### src/rtl/game_sequencer.sv
// Phase controller for the flappy-bird VGA game: flap-button debounce, game FSM,
// frame-aligned gravity/pipe/flash enables and the two-digit BCD score.
module game_sequencer #(
  parameter int unsigned DEBOUNCE_CYCLES = 250000,
  parameter int unsigned GRAVITY_DIV     = 2,
  parameter int unsigned PIPE_DIV        = 3,
  parameter int unsigned DYING_FRAMES    = 60,
  parameter int unsigned FLASH_FRAMES    = 30
) (
  input  logic       clk25M,
  input  logic       rst,
  input  logic       frame_start,
  input  logic       btn_up_n,
  input  logic       hit_pipe,
  input  logic       out_of_bounds,
  input  logic       pipe_passed,
  output logic [1:0] state,
  output logic       flap_pulse,
  output logic       gravity_tick,
  output logic       pipe_tick,
  output logic       clear_world,
  output logic [3:0] score_ones,
  output logic [3:0] score_tens,
  output logic       flash,
  output logic       game_over
);

  localparam int unsigned DB_W   = $clog2(DEBOUNCE_CYCLES + 1);
  localparam int unsigned FC_MAX = (DYING_FRAMES > FLASH_FRAMES) ? DYING_FRAMES : FLASH_FRAMES;
  localparam int unsigned FC_W   = $clog2(FC_MAX + 1);
  localparam int unsigned GD_W   = $clog2(GRAVITY_DIV + 1);
  localparam int unsigned PD_W   = $clog2(PIPE_DIV + 1);

  typedef enum logic [1:0] {
    S_IDLE  = 2'd0,
    S_PLAY  = 2'd1,
    S_DYING = 2'd2,
    S_OVER  = 2'd3
  } state_t;

  logic [1:0]      sync_q;
  logic            btn_acc_q;
  logic [DB_W-1:0] db_cnt_q;
  logic            press_q;

  state_t          state_q;
  logic [FC_W-1:0] frame_cnt_q;
  logic [FC_W-1:0] entry_cnt;
  logic [GD_W-1:0] grav_cnt_q, grav_cnt_d, grav_base;
  logic [PD_W-1:0] pipe_cnt_q, pipe_cnt_d, pipe_base;
  logic            grav_tick_d, pipe_tick_d;
  logic            flap_q, grav_tick_q, pipe_tick_q, clear_q, flash_q, over_q;
  logic [3:0]      ones_q, tens_q, ones_d, tens_d;
  logic            collide, start_play, grav_en, pipe_en;

  // Accepted level starts released; a press is the accepted level falling.
  always_ff @(posedge clk25M or negedge rst) begin
    if (!rst) begin
      sync_q    <= 2'b11;
      btn_acc_q <= 1'b1;
      db_cnt_q  <= '0;
      press_q   <= 1'b0;
    end else begin
      sync_q  <= {sync_q[0], btn_up_n};
      press_q <= 1'b0;
      if (sync_q[1] != btn_acc_q) begin
        if (db_cnt_q == DB_W'(DEBOUNCE_CYCLES - 1)) begin
          btn_acc_q <= sync_q[1];
          db_cnt_q  <= '0;
          press_q   <= btn_acc_q;
        end else begin
          db_cnt_q <= db_cnt_q + 1'b1;
        end
      end else begin
        db_cnt_q <= '0;
      end
    end
  end

  assign collide    = hit_pipe | out_of_bounds;
  assign start_play = (state_q == S_IDLE) && press_q;
  assign entry_cnt  = frame_start ? FC_W'(1) : '0;

  // A frame_start coinciding with a transition belongs to the state being entered.
  assign grav_en = frame_start && (start_play || state_q == S_PLAY || state_q == S_DYING);
  assign pipe_en = frame_start && (start_play || (state_q == S_PLAY && !collide));

  always_comb begin
    grav_base   = start_play ? '0 : grav_cnt_q;
    grav_tick_d = grav_en && (grav_base == GD_W'(GRAVITY_DIV - 1));
    grav_cnt_d  = start_play ? '0 : grav_cnt_q;
    if (grav_en) grav_cnt_d = grav_tick_d ? '0 : grav_base + 1'b1;

    pipe_base   = start_play ? '0 : pipe_cnt_q;
    pipe_tick_d = pipe_en && (pipe_base == PD_W'(PIPE_DIV - 1));
    pipe_cnt_d  = start_play ? '0 : pipe_cnt_q;
    if (pipe_en) pipe_cnt_d = pipe_tick_d ? '0 : pipe_base + 1'b1;

    ones_d = ones_q;
    tens_d = tens_q;
    if (state_q == S_PLAY && pipe_passed && !(ones_q == 4'd9 && tens_q == 4'd9)) begin
      if (ones_q == 4'd9) begin
        ones_d = 4'd0;
        tens_d = tens_q + 1'b1;
      end else begin
        ones_d = ones_q + 1'b1;
      end
    end
  end

  always_ff @(posedge clk25M or negedge rst) begin
    if (!rst) begin
      state_q     <= S_IDLE;
      frame_cnt_q <= '0;
      grav_cnt_q  <= '0;
      pipe_cnt_q  <= '0;
      flap_q      <= 1'b0;
      grav_tick_q <= 1'b0;
      pipe_tick_q <= 1'b0;
      clear_q     <= 1'b0;
      ones_q      <= 4'd0;
      tens_q      <= 4'd0;
      flash_q     <= 1'b0;
      over_q      <= 1'b0;
    end else begin
      flap_q      <= 1'b0;
      clear_q     <= 1'b0;
      grav_tick_q <= grav_tick_d;
      pipe_tick_q <= pipe_tick_d;
      grav_cnt_q  <= grav_cnt_d;
      pipe_cnt_q  <= pipe_cnt_d;
      ones_q      <= ones_d;
      tens_q      <= tens_d;
      case (state_q)
        S_IDLE: begin
          if (press_q) begin
            state_q     <= S_PLAY;
            flap_q      <= 1'b1;
            frame_cnt_q <= entry_cnt;
          end
        end
        S_PLAY: begin
          // Collision takes priority over a flap in the same cycle.
          if (collide) begin
            state_q     <= S_DYING;
            over_q      <= 1'b1;
            frame_cnt_q <= entry_cnt;
          end else begin
            flap_q <= press_q;
          end
        end
        S_DYING: begin
          if (frame_start) begin
            if (frame_cnt_q == FC_W'(DYING_FRAMES - 1)) begin
              state_q     <= S_OVER;
              frame_cnt_q <= '0;
            end else begin
              frame_cnt_q <= frame_cnt_q + 1'b1;
            end
          end
        end
        S_OVER: begin
          if (press_q) begin
            state_q     <= S_IDLE;
            clear_q     <= 1'b1;
            ones_q      <= 4'd0;
            tens_q      <= 4'd0;
            flash_q     <= 1'b0;
            over_q      <= 1'b0;
            frame_cnt_q <= '0;
          end else if (frame_start) begin
            if (frame_cnt_q == FC_W'(FLASH_FRAMES - 1)) begin
              flash_q     <= ~flash_q;
              frame_cnt_q <= '0;
            end else begin
              frame_cnt_q <= frame_cnt_q + 1'b1;
            end
          end
        end
        default: state_q <= S_IDLE;
      endcase
    end
  end

  assign state        = state_q;
  assign flap_pulse   = flap_q;
  assign gravity_tick = grav_tick_q;
  assign pipe_tick    = pipe_tick_q;
  assign clear_world  = clear_q;
  assign score_ones   = ones_q;
  assign score_tens   = tens_q;
  assign flash        = flash_q;
  assign game_over    = over_q;

endmodule

### config.mk
export PLATFORM = sky130hd
export DESIGN_NAME = game_sequencer
export DESIGN_NICKNAME = d
export VERILOG_FILES = /design/src/rtl/game_sequencer.sv
export SDC_FILE = /design/constraint.sdc
export NUM_CORES = 1
export LEC_CHECK = 0
export BUFFER_PORTS_ARGS = -buffer_cell sky130_fd_sc_hd__buf_2
export CORE_ASPECT_RATIO = 0.7
export CORE_MARGIN = 2
export CORE_UTILIZATION = 45
export CTS_CLUSTER_SIZE = 16
export DETAILED_ROUTE_END_ITERATION = 12
export PLACE_DENSITY_LB_ADDON = 0.1
export SYNTH_ARGS = -nofsm -noshare
export SYNTH_HDL_FRONTEND = slang
export SYNTH_SLANG_ARGS = --single-unit
### constraint.sdc
create_clock -name clk25M -period 2.7 [get_ports clk25M]
set_input_delay 0.405 -clock clk25M [delete_from_list [all_inputs] [get_ports clk25M]]
set_output_delay 0.405 -clock clk25M [all_outputs]
set_load 0.02 [all_outputs]
* Word level (Yosys, flattened, before mapping)
Cells that the tools add are included.
W data, S select, Z words.
** Word-level totals
- Input bits :: 7
- Output and inout port bits :: 16
- Register bits :: 48
- Logic and storage cells :: 107
** Operators by class
- Multiplexer cells :: 43
- Bitwise logic cells :: 2
- Reduce and logical (&&, ||, !) cells :: 23
- Equality and inequality tests :: 17
- $add $sub $neg :: 6
** Operators with widths (count)
- $mux W6 :: 7
- $mux W18 :: 2
- $mux W4 :: 8
- $pmux W6 S4 :: 1
- $mux W2 :: 11
- $add A18 B1 Y18 const B :: 1
- $eq A18 B18 Y1 const B :: 1
- $mux W1 :: 11
- $logic_and A1 B1 Y1 :: 9
- $add A4 B1 Y4 const B :: 2
- $eq A4 B4 Y1 const B :: 2
- $ne A2 B2 Y1 const B :: 4
- $pmux W2 S4 :: 1
- $add A6 B1 Y6 const B :: 1
- $eq A2 B2 Y1 const B :: 3
- $eq A6 B5 Y1 const B :: 1
- $eq A6 B6 Y1 const B :: 1
- $reduce_and A3 Y1 :: 2
- $reduce_bool A2 Y1 :: 3
- $reduce_and A5 Y1 :: 1
- $add A2 B1 Y2 const B :: 2
- $eq A2 B1 Y1 const B :: 2
- $pmux W1 S2 :: 2
- $reduce_and A4 Y1 :: 1
- other kinds (9) :: 12

* Depth between registers and ports, before layout
- Word-level depth :: 8
- Depth in mapped cells :: 7
- Depth with buffers taken out :: 6

* Least setup slack after synthesis
Ideal clock, no wire load.
- Kind :: flip-flop to flip-flop
- Start :: register state_q[1] (netlist: state[1])
- End :: register frame_cnt_q[3]
- Data arrival time :: 1858 ps
- Path slack :: 718 ps
- Library setup time :: 124 ps
- Path buffers :: 1
- Clock period less this slack :: 1982 ps
- Data required time :: 2576 ps
- Cell stages (with the launch flop) :: 8
- Cells stage by stage :: dfrtp_1 > inv_1 > ha_1 > or3b_1 > o2111ai_1 > buf_2 > a2111oi_0 > a211o_1
** Between the ends
- Word-level cells in the longest chain between the ends :: 3
- Elaborated cells between the ends (all ways) :: 10
- Those cells by class :: eq/ne (7); mux (1); reduce/logical (2)
** RTL lines
- from (decl) :: line 46 : state_t state_q;
- from (signal assigned) :: line 113 : state_q <= S_IDLE;
- from (signal assigned) :: line 137 : state_q <= S_PLAY;
- from (signal assigned) :: line 145 : state_q <= S_DYING;
- $eq A2 B2 Y1 (tied with other cells) :: line 134 : case (state_q)
- $ne A3 B3 Y1 (no source line) or $ne A2 B2 Y1 (tied branches)
- $reduce_and A4 Y1 (no source line)
- to (signal assigned) :: line 139 : frame_cnt_q <= entry_cnt;
- to (signal assigned) :: line 147 : frame_cnt_q <= entry_cnt;
- to (signal assigned) :: line 158 : frame_cnt_q <= frame_cnt_q + 1'b1;
- to (decl) :: line 47 : logic [FC_W-1:0] frame_cnt_q;
Parallel ways exist; a longest one is shown, timed or not.
A chain may end at the register's enable or synchronous reset.

* Worst setup path after layout
- Start :: register state_q[1] (netlist: state[1])
- End :: register frame_cnt_q[5]
Same word-level chain as after synthesis.

==> impl_results.md <==
- Layout Utilization: 52.92%
- Die area: 0.006206 mm²
- Antenna diodes: 0
- Fin crit period: 2.284 ns
- Critical path's largest stage delay: 0.60 ns
- Maximum number of pins on one net before global-route repair: 49
- Max FO, Critical Path: 12
- # DRC: 0
- CP required: 2.92 ns
- Buf+Inv Stages, Crit Path: 1
- Outcome: finished clean
- Lkg Pwr: 1.241 nW
- Adder-Cell Fraction of Synth Area: 4.980%
- Clk buf depth: 2
- Vias per Instance: 5.261
- I/O Buffers: 22
- Met3 routed wirelength: 154 µm
- FP Rows: 22
- Fin. Hold Viols: 0
- Hold_buf cts: 0
- Root buffer cell: clkbuf_8
- Multiplexer area fraction after synthesis: 1.444%
- Max frequency: 0.4378 GHz
- Inst Count DP: 337
- Final worst path period share: 84.60%
- Post-CTS Resized: 0
- Top routing layer used: met4
- Worst setup margin: 0.4159 ns
- Worst path arrival time: 2.51 ns
- Final instance count without filler cells: 345
- Worst setup EP type: flop
- Routed WL: 4818 µm
- Clk_skew: 0.004948 ns
- Clock tree sinks: 48
- TritonRoute pass-1 iters: 4
- CP top delay family: simple AND/OR/NAND/NOR gates
- Gr usage total: 17.84%
- Synth Area in Compound Gates: 10.46%
- Crit path launch: state[1]
- Setup violators final: 0
- RSZ-0062 raised after global routing: no
- CP Class: reg2reg
- Post-Synth XOR/XNOR Area: 6.275%
- Die W: 93.31 µm
- Synth Register Bits: 48
- Worst hold margin: 0.1913 ns
- Starting Density: 47.29%
- Detailed Route Iter0 Violations: 103
- Num CTS Buffers: 5
- Worst-path clk slew: 0.08 ns
- Worst slack at placement: 0.4427 ns
- Pwr per Cell Area: 760.2 mW/mm²
- Synthesized net count: 263
- Vias in the first global route: 1722
- Simple-gate share of the synthesized area: 26.00%
- Flip-flop and latch area: 0.001205 mm²
- Cells after Synth: 246
- Setup TNS: 0 ns
- Reg2reg start: state[1]
- VDD IR max: 495.1 µV
- Slowest stage cell, crit path: or4_1
- Max Cap Viol: 0
- Cell Chain, Critical Path: inv_1 -> ha_1 -> or3b_1 -> o2111ai_1 -> or4_1 -> a21oi_1
- Post-DR wirelength/cell: 13.97 µm
- Post-route ant nets: 0
- Slew @ Worst Pin: 0.8018 ns
- Synthesis-to-finish area growth: 11.90%
- Post-CTS Repair Setup Buffers: 0
- Io pins: 23
- Via Count: 1815
- Core area: 0.005313 mm²
- First-pass GRT wire length: 8549 µm
- CTS tree: built
- Met2 wire length: 1903 µm
- Worst rel slew slack: 46.49%
- Post-synthesis async set-or-reset flop share: 100.0%
- Sequential share of the synthesized area: 47.96%
- Synth cell types: 56
- Fraction of layout cells with a size suffix above 1: 17.58%
- Dpl hpwl: 3445 µm
- Initial antenna violation count: 0
- Syn avg cell area: 10.21 µm²
- Crit start category: flop
- Post-synth EDFFs: 0
- Yosys warning count: 0
- Slew Limit Fails: 0
- Final #Nets: 289
- Post-synthesis cell area: 0.002512 mm²
- Area of the multi-input gates: 0.001235 mm²
- Prevailing post-synth register cell: dfrtp_1
- M1 WL: 2734 µm
- Die Y: 66.52 µm
- Clk_lat worst skew: 0.30 ns
- GRT Residual Overflow: 0
- Filler instances: 492
- H-tree Lvls: 2
- Hold crit path type: in2async
- GP Congestion: 0.8344
- Largest family of logic cells by synthesized area: simple AND/OR/NAND/NOR gates
-- stage by stage --
stage / power [mW] / area (µm²)
final: 2.137 / 2811
after global routing: 2.291 / 2811
after CTS: 2.158 / 2811
after detailed placement: 1.639 / 2704
after global placement: 1.621 / 2704
after floorplan: 1.441 / 2512
-- flip-flops by register name (all words and copies together) (netlist names) --
register and count:
db_cnt_q 18, sync_q 2, score_ones 4, pipe_cnt_q 2
frame_cnt_q 6, flash 1, gravity_tick 1, game_over 1
grav_cnt_q 2, btn_acc_q 1, state 2, score_tens 4
press_q 1, clear_world 1, flap_pulse 1, pipe_tick 1
-- layer usage --
layer | vias up | GRT usage, %
met2 | 25 | 22.93
li1 | 930 | -
met1 | 858 | 28.34
met5 | - | 0
met3 | 2 | 4.525
met4 | 0 | 5.882
-- report_power, final --
part | internal [mW] | leakage [nW] | switching (mW)
sequential | 0.828 | 0.626 | 0.126
clock | 0.275 | 0.0552 | 0.234
combinational | 0.259 | 0.559 | 0.415
total | 1.36 | 1.24 | 0.776
-- cells by family after synthesis --
group / count (synthesis)
flip-flops: 48
AND/OR/NAND/NOR: 110
buffers and inverters: 18
multiplexers: 3
AO/OA/AOI/OAI: 39
XOR/XNOR: 18
adder cells (fa/ha/maj): 10
-- worst register-to-register path, stage by stage, from the launching register on --
cell and delay (ns):
dfrtp_1 0.41, inv_1 0.10, ha_1 0.28, or3b_1 0.26, o2111ai_1 0.40, or4_1 0.60, a21oi_1 0.16
-- cell type report --
| cell class | instances | share of cell area (%) |
|---|---|---|
| multi-input combinational | 180 | 43.93 |
| sequential | 48 | 42.86 |
| clock buffer | 6 | 2.581 |
| clock inverter | 2 | 1.246 |
| inverter | 13 | 1.736 |
| timing repair buffer | 24 | 4.450 |
| tap | 72 | 3.204 |
-- worst paths after layout --
check | slack (ns) | cells past startpoint | to
setup reg to reg | 0.42 | 6 | frame_cnt_q[5]
min in group clk25M | 0.20 | 1 | sync_q[0]
max in group asynchronous | 2.11 | 2 | score_tens[1]
hold reg to reg | 0.36 | 0 | sync_q[1]
hold / removal | 0.19 | 2 | grav_cnt_q[1]
setup / recovery | 0.42 | 6 | frame_cnt_q[5]
-- cells in the final DEF (no fill, tap or decap), drive strengths merged, types with 3 or more instances in the layout --
| cell | netlist | final |
|---|---|---|
| a21oi | 16 | 16 |
| and2 | 4 | 4 |
| and3 | 3 | 3 |
| buf | 2 | 24 |
| clkbuf | 3 | 6 |
| dfrtp | 45 | 45 |
| dfstp | 3 | 3 |
| ha | 10 | 10 |
| inv | 13 | 13 |
| nand2 | 14 | 14 |
| nand2b | 3 | 3 |
| nand3 | 13 | 13 |
| nand3b | 3 | 3 |
| nand4 | 6 | 6 |
| nor2 | 27 | 27 |
| nor3 | 8 | 8 |
| nor4 | 5 | 5 |
| nor4b | 3 | 3 |
| o21ai | 8 | 8 |
| o31ai | 3 | 3 |
| or3 | 6 | 6 |
| or4 | 5 | 5 |
| xnor2 | 11 | 11 |
| xor2 | 7 | 7 |
-- cell usage after synthesis, types with 4 or more instances --
library cell  count  share of area (%)
a21oi_1          15                3.0
dfrtp_1          45                 45
ha_1             10                5.0
inv_1            13                1.9
nand2_1          13                1.9
nand3_1          11                2.2
nand4_1           6                1.5
nor2_1           27                4.0
nor3_1            8                1.6
nor4_1            5                1.2
o21ai_0           7                1.4
or3_1             4                1.0
xnor2_1          11                3.8
xor2_1            7                2.4
No activity file was read; power rests on OpenSTA's default activity.
